[src/rtl/ps2_pkg.sv]
// PS/2 receiver shared types and constants.
//   ps2_state_t   : frame deserializer states
//   PS2_BREAK     : release prefix byte
//   PS2_EXT       : extended-key prefix byte
//   odd_parity_ok : 1 when data plus parity bit hold an odd number of ones
package ps2_pkg;

  typedef enum logic [1:0] {IDLE, DATA, PARITY, STOP} ps2_state_t;

  localparam logic [7:0] PS2_BREAK = 8'hF0;
  localparam logic [7:0] PS2_EXT   = 8'hE0;

  function automatic logic odd_parity_ok(input logic [7:0] data, input logic parity);
    return ^{data, parity};
  endfunction

endpackage

[src/rtl/ps2_sync_edge.sv]
// Synchronizes the raw PS/2 clock and data pins through identical flop chains, so both
// arrive with the same delay, and flags a falling edge of the synchronized clock.
// Ports:
//   clk       system clock
//   rst       synchronous active-high reset
//   ps2_clk_i raw PS/2 clock (asynchronous)
//   ps2_dat_i raw PS/2 data (asynchronous)
//   dat_o     synchronized data, aligned with the edge flag
//   fall_o    synchronized clock went 1 -> 0 this cycle
module ps2_sync_edge #(
  parameter int unsigned Stages = 2
) (
  input  logic clk,
  input  logic rst,
  input  logic ps2_clk_i,
  input  logic ps2_dat_i,
  output logic dat_o,
  output logic fall_o
);

  // Bit 0 carries the clock pin, bit 1 the data pin.
  logic [Stages-1:0][1:0] sync_q, sync_d;
  logic                   prev_q, prev_d;

  always_comb begin
    sync_d[0] = {ps2_dat_i, ps2_clk_i};
    for (int i = 1; i < Stages; i++) begin
      sync_d[i] = sync_q[i-1];
    end
    prev_d = sync_q[Stages-1][0];
  end

  // Reset to the idle-bus level (both lines high) so reset never fakes an edge.
  always_ff @(posedge clk) begin
    if (rst) begin
      sync_q <= '1;
      prev_q <= 1'b1;
    end else begin
      sync_q <= sync_d;
      prev_q <= prev_d;
    end
  end

  assign dat_o  = sync_q[Stages-1][1];
  assign fall_o = prev_q & ~sync_q[Stages-1][0];

endmodule

[src/rtl/ps2_receiver.sv]
// PS/2 keyboard deserializer for the keyboard register (data / control).
// Shifts 11-bit frames (start, 8 data LSB-first, odd parity, stop), checks them, holds the
// last good scancode and tracks key presses/releases (0xF0 prefix marks a release).
// Optional feature: define PS2_TIMEOUT_EN to abort a frame after TIMEOUT_CYCLES clk cycles
// without a PS2_CLK falling edge.
// Ports:
//   clk, rst        system clock, synchronous active-high reset
//   PS2_CLK/PS2_DAT raw keyboard pins (asynchronous)
//   clear           CPU acknowledge; clears key_ready and overrun
//   scancode        byte of the most recent valid frame
//   scancode_valid  1-cycle strobe per good frame
//   frame_error     1-cycle strobe per bad frame or timeout
//   key_code        last non-prefix scancode
//   is_break        key_code is a release
//   key_ready       sticky: key_code not yet acknowledged
//   overrun         sticky: key_code replaced while key_ready was set
module ps2_receiver
  import ps2_pkg::*;
#(
  parameter int unsigned SYNC_STAGES    = 2,
  parameter int unsigned TIMEOUT_CYCLES = 5000
) (
  input  logic       clk,
  input  logic       rst,
  input  logic       PS2_CLK,
  input  logic       PS2_DAT,
  input  logic       clear,
  output logic [7:0] scancode,
  output logic       scancode_valid,
  output logic       frame_error,
  output logic [7:0] key_code,
  output logic       is_break,
  output logic       key_ready,
  output logic       overrun
);

  if (SYNC_STAGES < 2 || TIMEOUT_CYCLES < 1) begin : g_bad_params
    $error("ps2_receiver: SYNC_STAGES must be >= 2 and TIMEOUT_CYCLES >= 1");
  end

  logic ps2_dat_s, ps2_fall;

  ps2_sync_edge #(
    .Stages(SYNC_STAGES)
  ) u_sync (
    .clk      (clk),
    .rst      (rst),
    .ps2_clk_i(PS2_CLK),
    .ps2_dat_i(PS2_DAT),
    .dat_o    (ps2_dat_s),
    .fall_o   (ps2_fall)
  );

  ps2_state_t state_q, state_d;
  logic [2:0] bit_cnt_q, bit_cnt_d;
  logic [7:0] shift_q, shift_d;
  logic       parity_q, parity_d;
  logic [7:0] scancode_q, scancode_d;
  logic       valid_q, valid_d;
  logic       error_q, error_d;
  logic [7:0] key_code_q, key_code_d;
  logic       is_break_q, is_break_d;
  logic       key_ready_q, key_ready_d;
  logic       overrun_q, overrun_d;
  logic       break_pending_q, break_pending_d;

`ifdef PS2_TIMEOUT_EN
  localparam int unsigned TmoW = $clog2(TIMEOUT_CYCLES + 1);
  logic [TmoW-1:0] tmo_q, tmo_d;
`endif

  always_comb begin
    state_d         = state_q;
    bit_cnt_d       = bit_cnt_q;
    shift_d         = shift_q;
    parity_d        = parity_q;
    scancode_d      = scancode_q;
    valid_d         = 1'b0;
    error_d         = 1'b0;
    key_code_d      = key_code_q;
    is_break_d      = is_break_q;
    key_ready_d     = key_ready_q;
    overrun_d       = overrun_q;
    break_pending_d = break_pending_q;

    if (clear) begin
      key_ready_d = 1'b0;
      overrun_d   = 1'b0;
    end

    if (ps2_fall) begin
      unique case (state_q)
        IDLE: begin
          // A high data bit here is a spurious edge, not a start bit.
          if (!ps2_dat_s) begin
            state_d   = DATA;
            bit_cnt_d = 3'd0;
          end
        end
        DATA: begin
          shift_d   = {ps2_dat_s, shift_q[7:1]};
          bit_cnt_d = bit_cnt_q + 3'd1;
          if (bit_cnt_q == 3'd7) state_d = PARITY;
        end
        PARITY: begin
          parity_d = ps2_dat_s;
          state_d  = STOP;
        end
        STOP: begin
          state_d = IDLE;
          if (odd_parity_ok(shift_q, parity_q) && ps2_dat_s) begin
            scancode_d = shift_q;
            valid_d    = 1'b1;
          end else begin
            error_d = 1'b1;
          end
        end
        default: state_d = IDLE;
      endcase
    end

    if (valid_d) begin
      if (shift_q == PS2_BREAK) begin
        break_pending_d = 1'b1;
      end else if (shift_q != PS2_EXT) begin
        key_code_d      = shift_q;
        is_break_d      = break_pending_q;
        break_pending_d = 1'b0;
        // A same-cycle clear has already zeroed overrun_d; the new key still wins.
        overrun_d       = overrun_d | key_ready_q;
        key_ready_d     = 1'b1;
      end
    end

`ifdef PS2_TIMEOUT_EN
    tmo_d = '0;
    if (state_q != IDLE && !ps2_fall) begin
      if (tmo_q == TmoW'(TIMEOUT_CYCLES - 1)) begin
        state_d = IDLE;
        error_d = 1'b1;
      end else begin
        tmo_d = tmo_q + 1'b1;
      end
    end
`endif
  end

  always_ff @(posedge clk) begin
    if (rst) begin
      state_q         <= IDLE;
      bit_cnt_q       <= 3'd0;
      shift_q         <= 8'h00;
      parity_q        <= 1'b0;
      scancode_q      <= 8'h00;
      valid_q         <= 1'b0;
      error_q         <= 1'b0;
      key_code_q      <= 8'h00;
      is_break_q      <= 1'b0;
      key_ready_q     <= 1'b0;
      overrun_q       <= 1'b0;
      break_pending_q <= 1'b0;
    end else begin
      state_q         <= state_d;
      bit_cnt_q       <= bit_cnt_d;
      shift_q         <= shift_d;
      parity_q        <= parity_d;
      scancode_q      <= scancode_d;
      valid_q         <= valid_d;
      error_q         <= error_d;
      key_code_q      <= key_code_d;
      is_break_q      <= is_break_d;
      key_ready_q     <= key_ready_d;
      overrun_q       <= overrun_d;
      break_pending_q <= break_pending_d;
    end
  end

`ifdef PS2_TIMEOUT_EN
  always_ff @(posedge clk) begin
    if (rst) tmo_q <= '0;
    else     tmo_q <= tmo_d;
  end
`endif

  assign scancode       = scancode_q;
  assign scancode_valid = valid_q;
  assign frame_error    = error_q;
  assign key_code       = key_code_q;
  assign is_break       = is_break_q;
  assign key_ready      = key_ready_q;
  assign overrun        = overrun_q;

endmodule
[config.mk]
export PLATFORM = sky130hd
export DESIGN_NAME = ps2_receiver
export DESIGN_NICKNAME = d
export VERILOG_FILES = /design/src/rtl/ps2_pkg.sv /design/src/rtl/ps2_sync_edge.sv /design/src/rtl/ps2_receiver.sv
export SDC_FILE = /design/constraint.sdc
export NUM_CORES = 1
export LEC_CHECK = 0
export BUFFER_PORTS_ARGS = -buffer_cell sky130_fd_sc_hd__buf_2
export CAP_MARGIN = 0
export CELL_PAD_IN_SITES_DETAIL_PLACEMENT = 2
export CELL_PAD_IN_SITES_GLOBAL_PLACEMENT = 2
export CORE_UTILIZATION = 30
export DETAILED_ROUTE_END_ITERATION = 12
export PLACE_DENSITY_LB_ADDON = 0.1
export SLEW_MARGIN = 10
export SYNTH_ARGS = -nofsm -noshare
export SYNTH_HDL_FRONTEND = slang
export SYNTH_HIERARCHICAL = 1
export SYNTH_SLANG_ARGS = --single-unit
[constraint.sdc]
create_clock -name clk -period 1.63 [get_ports clk]
set_clock_uncertainty 0.1 [all_clocks]
set_input_delay 0.326 -clock clk [delete_from_list [all_inputs] [get_ports clk]]
set_output_delay 0.326 -clock clk [all_outputs]
set_load 0.1 [all_outputs]
== Word level (Yosys, flattened, before mapping) ==
Cells that the tools add are included.
W data, S select, Z words.
Storage, ports and cells
  bits in registers: 41
  bits in latches: 0
  memory bits (writable): 0
  memory bits (read-only): 0
  input port bits: 5
  output and inout bits: 21
  logic and storage cells: 62
  memories: 0
Cells by class
  add/subtract/negate cells: 1
  multiply operators: 0
  divide/modulo/power cells: 0
  magnitude comparators: 0
  equal/unequal tests: 8
  shifts and indexed selects: 0
  multiplexer cells: 19
  bitwise logic cells: 6
  reductions and logical operators: 13
Operator list (number)
  $mux W1: 14
  $reduce_and A3 Y1: 4
  $reduce_xor A9 Y1: 1
  $eq A8 B8 Y1 const B: 1
  $ne A8 B8 Y1 const B: 1
  $pmux W2 S4: 1
  $pmux W3 S2: 1
  $reduce_and A2 Y1: 3
  $eq A2 B2 Y1 const B: 2
  $mux W2: 2
  $ne A2 B2 Y1 const B: 2
  $not A1 Y1: 4
  $reduce_bool A2 Y1: 2
  $add A3 B1 Y3 const B: 1
  $eq A3 B3 Y1 const B: 1
  $mux W3: 1
  $reduce_or A3 Y1: 1
  $eq A2 B1 Y1 const B: 1
  $logic_not A2 Y1: 1
  $and A1 B1 Y1: 1
  $logic_and A1 B1 Y1: 1
  $or A1 B1 Y1: 1

== Longest topological paths before layout ==
Gate-level depths: netlist of the first run.
  depth after elaboration: 6
  depth in mapped cells: 7
  depth with buffers taken out: 7

== Hierarchy ==
Netlist of the first run, hierarchy kept.
Modules (own cells, without submodules)
  ps2_receiver: instances 1, cells an instance 186, area each 1564.0 um^2, seq. area each 720.7 um^2
  ps2_sync_edge: instances 1, cells an instance 11, area each 137.6 um^2, seq. area each 100.1 um^2

== Worst setup path after synthesis of the first run ==
Ideal clock, no wire load.
  path type: reg2reg
  start point: register shift_q[5]
  end point: register key_code_q[7] (netlist: key_code[7])
  library setup time: 0.063 ns
  arrival time: 1.627 ns
  data required time: 1.467 ns
  path slack: -0.160 ns
  cell stages (with the launch flop): 7
  path buffers: 0
  period minus slack after synthesis: 1.790 ns
  cell sequence: dfxtp_1 xnor2_1 xnor2_2 xor2_1 mux2_2 nor2_2 o221a_1
Between the ends
  word-level cells in the longest chain between the ends: 6
  elaborated cells on any way between the ends: 9
  classes of those cells: 2 x eq/ne; 3 x mux; 1 x bitwise; 3 x reduce/logical
RTL lines
  from (decl): line ps2_receiver.sv:56  | logic [7:0] shift_q, shift_d;
  from (signal assigned): line ps2_receiver.sv:165  | shift_q <= shift_d;
  $reduce_xor A9 Y1: line ps2_pkg.sv:14  | return ^{data, parity};
  $logic_and A1 B1 Y1: line ps2_receiver.sv:111  | if (odd_parity_ok(shift_q, parity_q) && ps2_dat_s) begin
  $mux W1: line ps2_receiver.sv:111
  $mux W1: line ps2_receiver.sv:92  | unique case (state_q)
  $mux W1: line ps2_receiver.sv:91  | if (ps2_fall) begin
  $reduce_and A3 Y1 (no source line) *
  to (signal assigned): line ps2_receiver.sv:170  | key_code_q <= key_code_d;
  to (decl): line ps2_receiver.sv:61  | logic [7:0] key_code_q, key_code_d;
Mark *: on every way between the ends. The rest lies on a longest branch, timed or not.
A chain may end at the register's enable or synchronous reset.

== Worst setup path in the final report of the first run ==
  start point: register shift_q[4]
  end point: register break_pending_q
Between the ends
  word-level cells in the longest chain between the ends: 6
  elaborated cells on any way between the ends: 10
  classes of those cells: 2 x eq/ne; 4 x mux; 4 x reduce/logical
RTL lines
  $reduce_xor A9 Y1: line ps2_pkg.sv:14
  $logic_and A1 B1 Y1: line ps2_receiver.sv:111
  $mux W1: line ps2_receiver.sv:111
  $mux W1: line ps2_receiver.sv:92
  $mux W1: line ps2_receiver.sv:91
  $reduce_and A2 Y1 (no source line)
  to (signal assigned): line ps2_receiver.sv:174  | break_pending_q <= break_pending_d;
  to (decl): line ps2_receiver.sv:65  | logic break_pending_q, break_pending_d;
Parallel ways exist; a longest one is shown, timed or not.

==> results of run 1 <==
[registers in the layout (all words and copies together) (netlist names), 2 cells and up]
| register | count |
|---|---|
| u_sync/sync_d | 2 |
| shift_q | 8 |
| key_code | 8 |
| scancode | 8 |
| state_q | 2 |
| bit_cnt_q | 3 |
[Yosys cell counts (all sizes together) (3+ instances only)]
master  number
nor2b        5
nor2         8
nand3       10
a31oi        3
ha           6
clkbuf       8
o21ai       14
a21oi       24
dfxtp       41
nor3         3
inv          6
nand2       35
xnor2        6
or2          5
and3         4
[per-layer routing]
metal	global-route usage	up-vias	wire length, um
li1	-	765	-
met1	0.2193	784	2359
met2	0.3558	20	2960
met3	0.04048	7	114
met4	0.05660	0	65
met5	0	-	0
[cells by family after synthesis]
family / share of synthesized area
buffers and inverters: 0.03676
multiplexers: 0.01250
AO/OA/AOI/OAI: 0.1625
flip-flops: 0.4824
AND/OR/NAND/NOR: 0.2081
XOR/XNOR: 0.05368
adder cells (fa/ha/maj): 0.04412
[cell usage in the layout (no fill, tap or decap), types with 2 or more instances in the layout]
cell / instances
a21oi_1: 11
a21oi_2: 13
a31oi_1: 3
a32oi_1: 2
and2_4: 2
and3_1: 4
buf_2: 25
buf_4: 19
buf_6: 5
clkbuf_8: 6
dfxtp_1: 33
dfxtp_2: 7
ha_1: 5
inv_1: 6
nand2_1: 22
nand2_2: 5
nand2_4: 8
nand3_1: 10
nor2_1: 5
nor2_2: 2
nor2b_1: 4
o21ai_1: 9
o21ai_2: 5
or2_1: 5
xnor2_2: 6
[metrics by stage]
| stage | setup WS [ps] | TNS [ps] | instance area, um2 | cells | total power, mW |
|---|---|---|---|---|---|
| floorplan | -76.06 | -1028 | 1768 | 197 | 1.137 |
| finish | -283.5 | -4843 | 2451 | 317 | 1.956 |
| detailed placement | -242.1 | -3620 | 2087 | 304 | 1.167 |
| global placement | -199.7 | -2231 | 2087 | 304 | 1.161 |
| global route | -382.1 | -6297 | 2451 | 317 | 2.027 |
| CTS | -209.6 | -3604 | 2355 | 316 | 1.970 |
[worst max-delay path, delay by kind of cell, from the launching register on]
kind,cells,cell delay [ps]
xor+xnor,3,910
flops,1,340
simple gates,2,310
compound gates,1,130
[layout make-up]
class / instances / area [um2]
fill: 610 / 3022
multi-input combinational: 140 / 1055
sequential: 41 / 833.3
timing repair buffer: 50 / 339.1
clock buffer: 8 / 111.4
tap: 72 / 90.09
inverter: 6 / 22.52
[power by group through the flow]
stage               combinational, mW  clock (mW)  sequential [mW]
finish                          0.127       0.808             1.02
global route                    0.135       0.869             1.02
CTS                             0.126       0.823             1.02
detailed placement              0.122           0             1.04
global placement                0.118           0             1.04
floorplan                      0.0402           0             1.10
[how the worst min path moves through the flow]
| stage | to | start | depth (start not counted) | slack (ps) |
|---|---|---|---|---|
| 6_report | u_sync/sync_d[3] | PS2_DAT | 2 | 110 |
| 4_1_cts | u_sync/sync_d[3] | PS2_DAT | 2 | 100 |
| 5_1_grt | u_sync/sync_d[2] | PS2_CLK | 2 | 110 |
| 2_1_floorplan | u_sync/dat_o | u_sync/sync_d[3] | 1 | 280 |
| 3_3_place_gp | u_sync/prev_d | u_sync/sync_d[2] | 1 | 290 |
| 3_5_place_dp | u_sync/prev_d | u_sync/sync_d[2] | 1 | 310 |
[what timing repair did]
item / 4_1_cts / 5_1_grt
setup buffers: 2 / 1
cloned: 2 / 0
gates resized for setup: 42 / 25
pin swaps: 26 / 20
endpoints found under the setup margin: 25 / 32
==> impl_metrics.csv, run 1 <==
group,metric,value,unit
timing,whs,106.7,ps
synth,synth_top_area_share,0.4824,
worst_setup_path,critPathSlowestCell,"xnor3_2",
timing,clock.fmax,522.6,MHz
worst_setup_path,crit_required,1700,ps
run_status,violations,"negative setup slack",
global_route,grt_start_max_net_pins,23,
worst_setup_path,end_kind,"flip-flop",
clocking,cts_htree_levels,2,
synth,yosysTopAreaCell,"dfxtp_1",
timing,final-hold-violation-count,0,
worst_setup_path,crit_start,"shift_q[4]",
clocking,path_clk_slew,80,ps
worst_setup_path,critPathArrivalTime,1980,ps
global_route,grtUsageTotal,0.1926,
finish,insertedDiodeCount,0,
synth,syn-num-nets,208,
finish,layout.nets,255,
min_path,hp-class,"primary input to flip-flop",
die,io_pins,26,
placement,dp_hpwl,3710,um
global_route,grt_pass1_wl,8852,um
die,core_area,5473,um2
pwr,internal_power,1.480,mW
die,dieArea,5978,um2
synth,async_reset_ff_frac,0,
clocking,cts_tree,"yes",
placement,gp_congestion,0.6994,
synth,synth.avg_cell_area,8.638,um2
synth,synth_warnings,6,
clocking,cts_buffers,5,
worst_setup_path,reg2reg_to,"break_pending_q",
timing,final.min_clock_period,1913,ps
finish,syn_to_final_growth,44.04,%
worst_setup_path,cp_common_cell,"xnor2_2",
flow_run,drv_cap,0,
pwr,clockPowerShare,0.413,
timing,worstMarginPinSlew,527.8,ps
synth,ys_seq_area_frac,0.4824,
placement,port_buffers,25,
clocking,postCtsHoldBufs,0,
synth,ys_seq_elements,41,
timing,finalCritPeriodShare,1.174,
run_status,status,"finished with violations",
pwr,swShare,0.2434,
worst_setup_path,max_stage_delay,460,ps
routing,wl_per_cell,17.35,um
die,dieWidth,77.32,um
synth,synthTopCellsByArea,"dfxtp_1 (48%), nand2_1 (7.7%), a21oi_1 (7.1%), ha_1 (4.4%), nand3_1 (2.9%)",
clocking,cts_max_path_buffers,2,
clocking,cts-root-buf,"clkbuf_8",
synth,netlist-cell-type-count,34,
synth,synth_area,1702,um2
global_route,first_global_vias,1782,
worst_setup_path,path_class,"flip-flop to flip-flop",
routing,firstDrtPassIters,4,
worst_setup_path,path_cells,"xnor2_2, xnor2_2, xnor3_2, and2_4, a21oi_2, nor3_1",
clocking,cts_sinks,41,
pwr,combPwrFrac,0.065,
worst_setup_path,r2r_start,"shift_q[4]",
routing,vias,1576,
finish,drive_above_1_share,0.4776,
synth,ys.flop_type,"dfxtp_1",
worst_setup_path,r2r_slack,-280,ps
die,die-height,77.32,um
worst_setup_path,worst_setup_path_start_kind,"flip-flop",
clocking,clk_latency,300,ps
synth,synth-edff-count,0,
timing,relSlewSlack,0.6471,
global_route,antenna_found_initial,0,
synth,synthCells,197,
die,rows,27,
finish,utilization,0.4479,
timing,slew_viol_final,0,
routing,ant_nets,0,
worst_setup_path,endpoint,"break_pending_q",
routing,drt_iter0_markers,17,
timing,fin_ws,-283.5,ps
pwr,irDropWorstVdd,0.0004137,V
global_route,grt-ovfl-total,0,
worst_setup_path,worstPathMaxFanout,8,
die,start_util,0.3109,
pwr,p_switching,476.0,uW
routing,drc,0,
worst_setup_path,ff2ff_path_depth,6,
routing,routed_wirelength,5499,um
routing,routed_via_density,4.972,
pwr,leakage,1.041,nW
timing,setup_violations,22,
pwr,powerDensity,797.9,nW/um2
pwr,seqPwrFrac,0.522,
timing,rsz0062_at_grt,"yes",
Note: power is estimated with default switching activity, not from simulation.
==> run 2: changes to the inputs <==
Settings changed: ABC_AREA from default to 1, CORE_UTILIZATION 30 to 28.
==> impl_metrics.csv, run 2 <==
group,metric,value,unit
run_status,status,"finished with violations",
run_status,violations,"negative setup slack",
synth,ys.flop_type,"dfxtp_1",
synth,synth_top_area_share,0.4646,
synth,ys_seq_elements,41,
synth,netlist-cell-type-count,22,
finish,mostFrequentLayoutCells,"nand2_1 (38), nor2_1 (34), dfxtp_1 (32), buf_4 (30), inv_1 (29)",
finish,postLayoutCellArea,2603,um2
timing,slew_viol_final,0,
worst_setup_path,path_cells,"xor2_4, inv_1, nand2_4, nand2_4, nand2_4, nand4_4, nor2_4, clkbuf_16, nor2_1, nor2_1",
clocking,path_clk_slew,90,ps
finish,ff_latch_area,834.6,um2
placement,port_buffers,25,
synth,synth_common_cells,"nand2_1 (46), nor2_1 (42), dfxtp_1 (41)",
routing,ant_nets,0,
synth,synth_area,1767,um2
routing,wl_per_cell,15.93,um
finish,n_fill_cell,705,
worst_setup_path,max_stage_delay,400,ps
timing,finalSetupTns,-1191,ps
placement,dpl.cell_count,360,
placement,gp_congestion,0.7321,
worst_setup_path,cp_common_cell,"nand2_4",
min_path,min_to,"u_sync/sync_d[3]",
synth,synth.most_common_cell,"nand2_1",
clocking,cts_htree_levels,2,
timing,worstMarginPinSlew,489.2,ps
worst_setup_path,path_class,"flip-flop to flip-flop",
worst_setup_path,r2r_slack,-110,ps
timing,relSlewSlack,0.6761,
synth,synthCells,238,
pwr,irDropWorstVdd,0.0003313,V
synth,synth.avg_cell_area,7.423,um2
worst_setup_path,path_buf_inv,2,
clocking,cts_tree,"yes",
timing,fin_ws,-109.7,ps
worst_setup_path,critPathSlowestCell,"dfxtp_2",
finish,drive_above_1_share,0.3920,
worst_setup_path,critical_path.top_delay_family,"simple AND/OR/NAND/NOR gates",
finish,syn_to_final_growth,47.31,%
synth,yosysTopAreaCell,"dfxtp_1",
synth,ys_seq_area_frac,0.4646,
timing,final-hold-violation-count,0,
min_path,hp-class,"primary input to flip-flop",
global_route,grt_pass1_wl,9280,um
synth,synthXorXnorAreaFrac,0.004958,
synth,synth_warnings,6,
clocking,cts_sinks,41,
global_route,grtUsageTotal,0.1924,
die,dieWidth,81.44,um
die,rows,28,
worst_setup_path,r2r_start,"shift_q[3]",
routing,firstDrtPassIters,4,
routing,routed_wirelength,5991,um
finish,multiInputGateArea,996.0,um2
finish,insertedDiodeCount,0,
worst_setup_path,worst_setup_path_start_kind,"flip-flop",
timing,rsz0062_at_grt,"yes",
routing,drt_iter0_markers,67,
placement,pre_cts_slack,-147.3,ps
worst_setup_path,cp.depth,10,
flow_run,drv_cap,0,
routing,routed_via_density,4.713,
finish,layout_commonest_cell,"nand2_1",
pwr,powerDensity,755.6,nW/um2
global_route,grt_start_max_net_pins,17,
die,io_pins,26,
die,die-height,81.44,um
worst_setup_path,reg2reg_to,"key_code[6]",
synth,synthAdderAreaFrac,0.04249,
global_route,grt-ovfl-total,0,
clocking,postCtsHoldBufs,0,
finish,layout.nets,311,
synth,yosys.area_share.simple,0.2727,
synth,synth_top_family_by_area,"simple AND/OR/NAND/NOR gates",
global_route,first_global_vias,1829,
placement,post_dp_cell_area,2168,um2
global_route,antenna_found_initial,0,
timing,clock.fmax,574.8,MHz
routing,vias,1772,
pwr,leakage,1.187,nW
die,start_util,0.2949,
worst_setup_path,worstPathMaxFanout,4,
timing,whs,103.8,ps
routing,drc,0,
synth,synth.area.mux_share,0,
synth,synth-edff-count,0,
worst_setup_path,ff2ff_path_depth,10,
min_path,worstHoldStart,"PS2_DAT",
worst_setup_path,critPathArrivalTime,1880,ps
worst_setup_path,end_kind,"flip-flop",
placement,dp_hpwl,3887,um
synth,syn-num-nets,249,
timing,setup_violations,20,
worst_setup_path,crit_start,"shift_q[3]",
clocking,cts_buffers,5,
synth,async_reset_ff_frac,0,
finish,final_cells,376,
worst_setup_path,crit_required,1770,ps
clocking,cts-root-buf,"clkbuf_8",
pwr,power.total,1.966,mW
die,core_area,5991,um2
die,dieArea,6632,um2
synth,synth_compound_area_frac,0.1261,
synth,synthTopCellsByArea,"dfxtp_1 (46%), nand2_1 (9.8%), nor2_1 (8.9%), inv_1 (6.8%), o21ai_0 (5.4%)",
timing,final.min_clock_period,1740,ps
timing,finalCritPeriodShare,1.067,
clocking,cts_max_path_buffers,2,
min_path,whs_path_depth,3,
finish,utilization,0.4344,
clocking,clk_latency,300,ps
-- run 2: cell count changes in the layout (fill, tap and decap cells not counted), moves of 7 or more --
cell | previous run | this run
o21ai_0 | 0 | 14
inv_1 | 6 | 29
nor2_1 | 5 | 34
nand3_1 | 10 | 3
buf_4 | 19 | 30
nand2_1 | 22 | 38
a21oi_2 | 13 | 3
o21ai_1 | 9 | 2
-- run 2: what timing repair did --
action / CTS / global route
gates cloned: 0 / 1
gates resized for setup: 41 / 23
buffers inserted: 4 / 3
pin swaps: 10 / 12
endpoints found under the setup margin: 21 / 24
-- run 2: layout make-up --
type | count | share of cell area
Tap cell | 75 | 0.03606
Inverter | 33 | 0.04760
Timing Repair Buffer | 60 | 0.1683
Sequential cell | 41 | 0.3207
Multi-Input combinational cell | 159 | 0.3827
Clock inverter | 1 | 0.01154
Clock buffer | 7 | 0.03317
-- run 2: kinds of logic (layout without fill, tap and decap cells) --
family,count (synthesis),in the layout
and+or+nand+nor,111,111
AOI/OAI and AO/OA,41,41
DFF,41,41
buffers and inverters,38,101
adders and majority gates,6,6
xor gates and xnor gates,1,1
-- run 2: power by group --
part	leakage (nW)	switching [mW]	internal (mW)
logic	0.792	0.0525	0.0319
clock network	0.0585	0.370	0.500
registers	0.336	0.00577	1.01
-- run 2: layer usage --
| metal | routed length (um) | share of wire | vias up | track usage |
|---|---|---|---|---|
| met3 | 166 | 0.028 | 13 | 0.03778 |
| met4 | 159 | 0.027 | 0 | 0.05357 |
| met5 | 0 | 0 | - | 0 |
| met2 | 3236 | 0.54 | 30 | 0.3708 |
| met1 | 2429 | 0.41 | 858 | 0.2100 |
| li1 | - | - | 871 | - |
-- run 2: worst min-delay path, stage by stage --
cell,delay [ps]
buf_2,70
inv_1,30
nand2_1,40
-- run 2: how the worst max path moves through the flow --
stage                     slack (ps)     endpoint
after floorplan                   50      overrun
after global placement           -80  key_code[5]
after detailed placement        -150  scancode[2]
after CTS                        -20  key_code[3]
after global routing            -190  key_code[1]
final                           -110  key_code[6]
==> run 3: changes to the inputs <==
Settings changed: CORE_UTILIZATION 28 to 34, SKIP_CTS_REPAIR_TIMING from default to 1.
Clock period 1.63 ns to 2.1 ns, I/O delays scaled along.
==> impl_metrics.csv, run 3 (synthesis results as in run 2) <==
group,metric,value,unit
run_status,status,"complete, no violations",
min_path,hp-class,"primary input to flip-flop",
finish,syn_to_final_growth,18.77,%
placement,dp_hpwl,3734,um
routing,vias,1620,
timing,final.min_clock_period,1865,ps
timing,whs,208.8,ps
worst_setup_path,crit_required,2230,ps
global_route,antenna_found_initial,0,
clocking,cts-root-buf,"clkbuf_8",
placement,port_buffers,25,
die,dieArea,5489,um2
clocking,clk_latency,290,ps
die,die-height,74.09,um
worst_setup_path,end_kind,"flip-flop",
timing,clock.fmax,536.2,MHz
worst_setup_path,path_buf_inv,2,
global_route,grtUsageTotal,0.1964,
finish,drive_above_1_share,0.2000,
timing,slew_viol_final,0,
worst_setup_path,worst_setup_path_start_kind,"flip-flop",
worst_setup_path,ff2ff_path_depth,11,
routing,routed_wirelength,4810,um
global_route,grt_pass1_wl,7941,um
worst_setup_path,crit_start,"shift_q[6]",
worst_setup_path,reg2reg_to,"key_code[0]",
placement,gp_congestion,0.8220,
pwr,power.total,1.318,mW
global_route,grt-ovfl-total,0,
routing,drc,0,
timing,finalCritPeriodShare,0.8880,
timing,setup_violations,0,
pwr,powerDensity,628.3,nW/um2
timing,fin_ws,235.2,ps
worst_setup_path,path_class,"flip-flop to flip-flop",
clocking,path_clk_slew,80,ps
pwr,irDropWorstVdd,0.0002487,V
die,dieWidth,74.09,um
finish,n_fill_cell,594,
clocking,cts_sinks,41,
placement,pre_cts_slack,255.9,ps
worst_setup_path,endpoint,"key_code[0]",
finish,insertedDiodeCount,0,
finish,layout.nets,287,
worst_setup_path,r2r_start,"shift_q[6]",
placement,post_dp_cell_area,2024,um2
routing,routed_via_density,4.737,
timing,relSlewSlack,0.6644,
clocking,cts_htree_levels,2,
worst_setup_path,cp.depth,11,
worst_setup_path,path_cells,"inv_1, nand2_1, nand2_1, nand2_1, nand3_1, nand3_2, nand4_2, buf_4, nor2_4, nor2_1, nor2_1",
routing,drt_iter0_markers,23,
worst_setup_path,critPathArrivalTime,1990,ps
worst_setup_path,critPathSlowestCell,"dfxtp_1",
die,io_pins,26,
worst_setup_path,cp_common_cell,"nand2_1",
timing,worstMarginPinSlew,502.2,ps
timing,finalSetupTns,0,ps
routing,ant_nets,0,
finish,mostFrequentLayoutCells,"nand2_1 (46), nor2_1 (42), dfxtp_1 (41), inv_1 (32), buf_2 (25)",
die,rows,25,
timing,rsz0062_at_grt,"no",
routing,firstDrtPassIters,3,
routing,wl_per_cell,14.06,um
clocking,cts_max_path_buffers,2,
finish,layout_commonest_cell,"nand2_1",
die,core_area,4848,um2
worst_setup_path,critical_path.top_delay_family,"simple AND/OR/NAND/NOR gates",
die,start_util,0.3644,
global_route,first_global_vias,1673,
finish,postLayoutCellArea,2098,um2
timing,final-hold-violation-count,0,
worst_setup_path,r2r_slack,240,ps
flow_run,drv_cap,0,
pwr,leakage,1.004,nW
clocking,cts_tree,"yes",
worst_setup_path,max_stage_delay,420,ps
global_route,grt_start_max_net_pins,17,
clocking,cts_buffers,5,
worst_setup_path,worstPathMaxFanout,11,
-- run 3: cell types whose count changed in the layout (fill, tap and decap cells not counted), sizes merged --
cell / delta
buf: -23
bufinv: -1
clkbuf: -3
clkinv: +1
-- run 3: metal layers --
layer	part of all wire	track usage
met1	0.44	0.2276
met4	0.011	0.05769
met3	0.026	0.03659
met2	0.52	0.3646
met5	0	0
-- run 3: cell type report --
| class | count | area (um2) | share of cell area |
|---|---|---|---|
| multi-input combinational | 159 | 788.3 | 0.3757 |
| clock buffer | 5 | 68.82 | 0.03280 |
| sequential | 41 | 820.8 | 0.3912 |
| tap | 67 | 83.83 | 0.03995 |
| clock inverter | 1 | 5.005 | 0.002385 |
| inverter | 33 | 123.9 | 0.05903 |
| timing repair buffer | 36 | 207.7 | 0.09899 |
-- run 3: worst min-delay path by stage --
stage	from	endpoint	slack (ps)	depth (start not counted)
after floorplan	u_sync/sync_d[2]	u_sync/prev_d	280	2
after global placement	u_sync/sync_d[2]	u_sync/prev_d	280	2
after detailed placement	u_sync/sync_d[2]	u_sync/prev_d	310	2
after CTS	PS2_DAT	u_sync/sync_d[3]	200	3
after global routing	PS2_DAT	u_sync/sync_d[3]	210	3
final	PS2_CLK	u_sync/sync_d[2]	210	3
-- run 3: where the power goes --
| group | switching (mW) | internal, mW |
|---|---|---|
| logic | 0.0342 | 0.0183 |
| registers | 0.00381 | 0.782 |
| clock network | 0.261 | 0.219 |
-- run 3: through the flow --
| stage | utilization | cells |
|---|---|---|
| 6_report | 0.4328 | 342 |
| 4_1_cts | 0.4328 | 342 |
| 3_3_place_gp | 0.4175 | 336 |
| 2_1_floorplan | - | 238 |
| 5_1_grt | 0.4328 | 342 |
| 3_5_place_dp | 0.4175 | 336 |
-- run 3: worst register-to-register path: cells and delay by family, from the launching register on --
family | cells | cell delay [ps]
flip-flops | 1 | 420
AND/OR/NAND/NOR | 9 | 990
buffers and inverters | 2 | 280
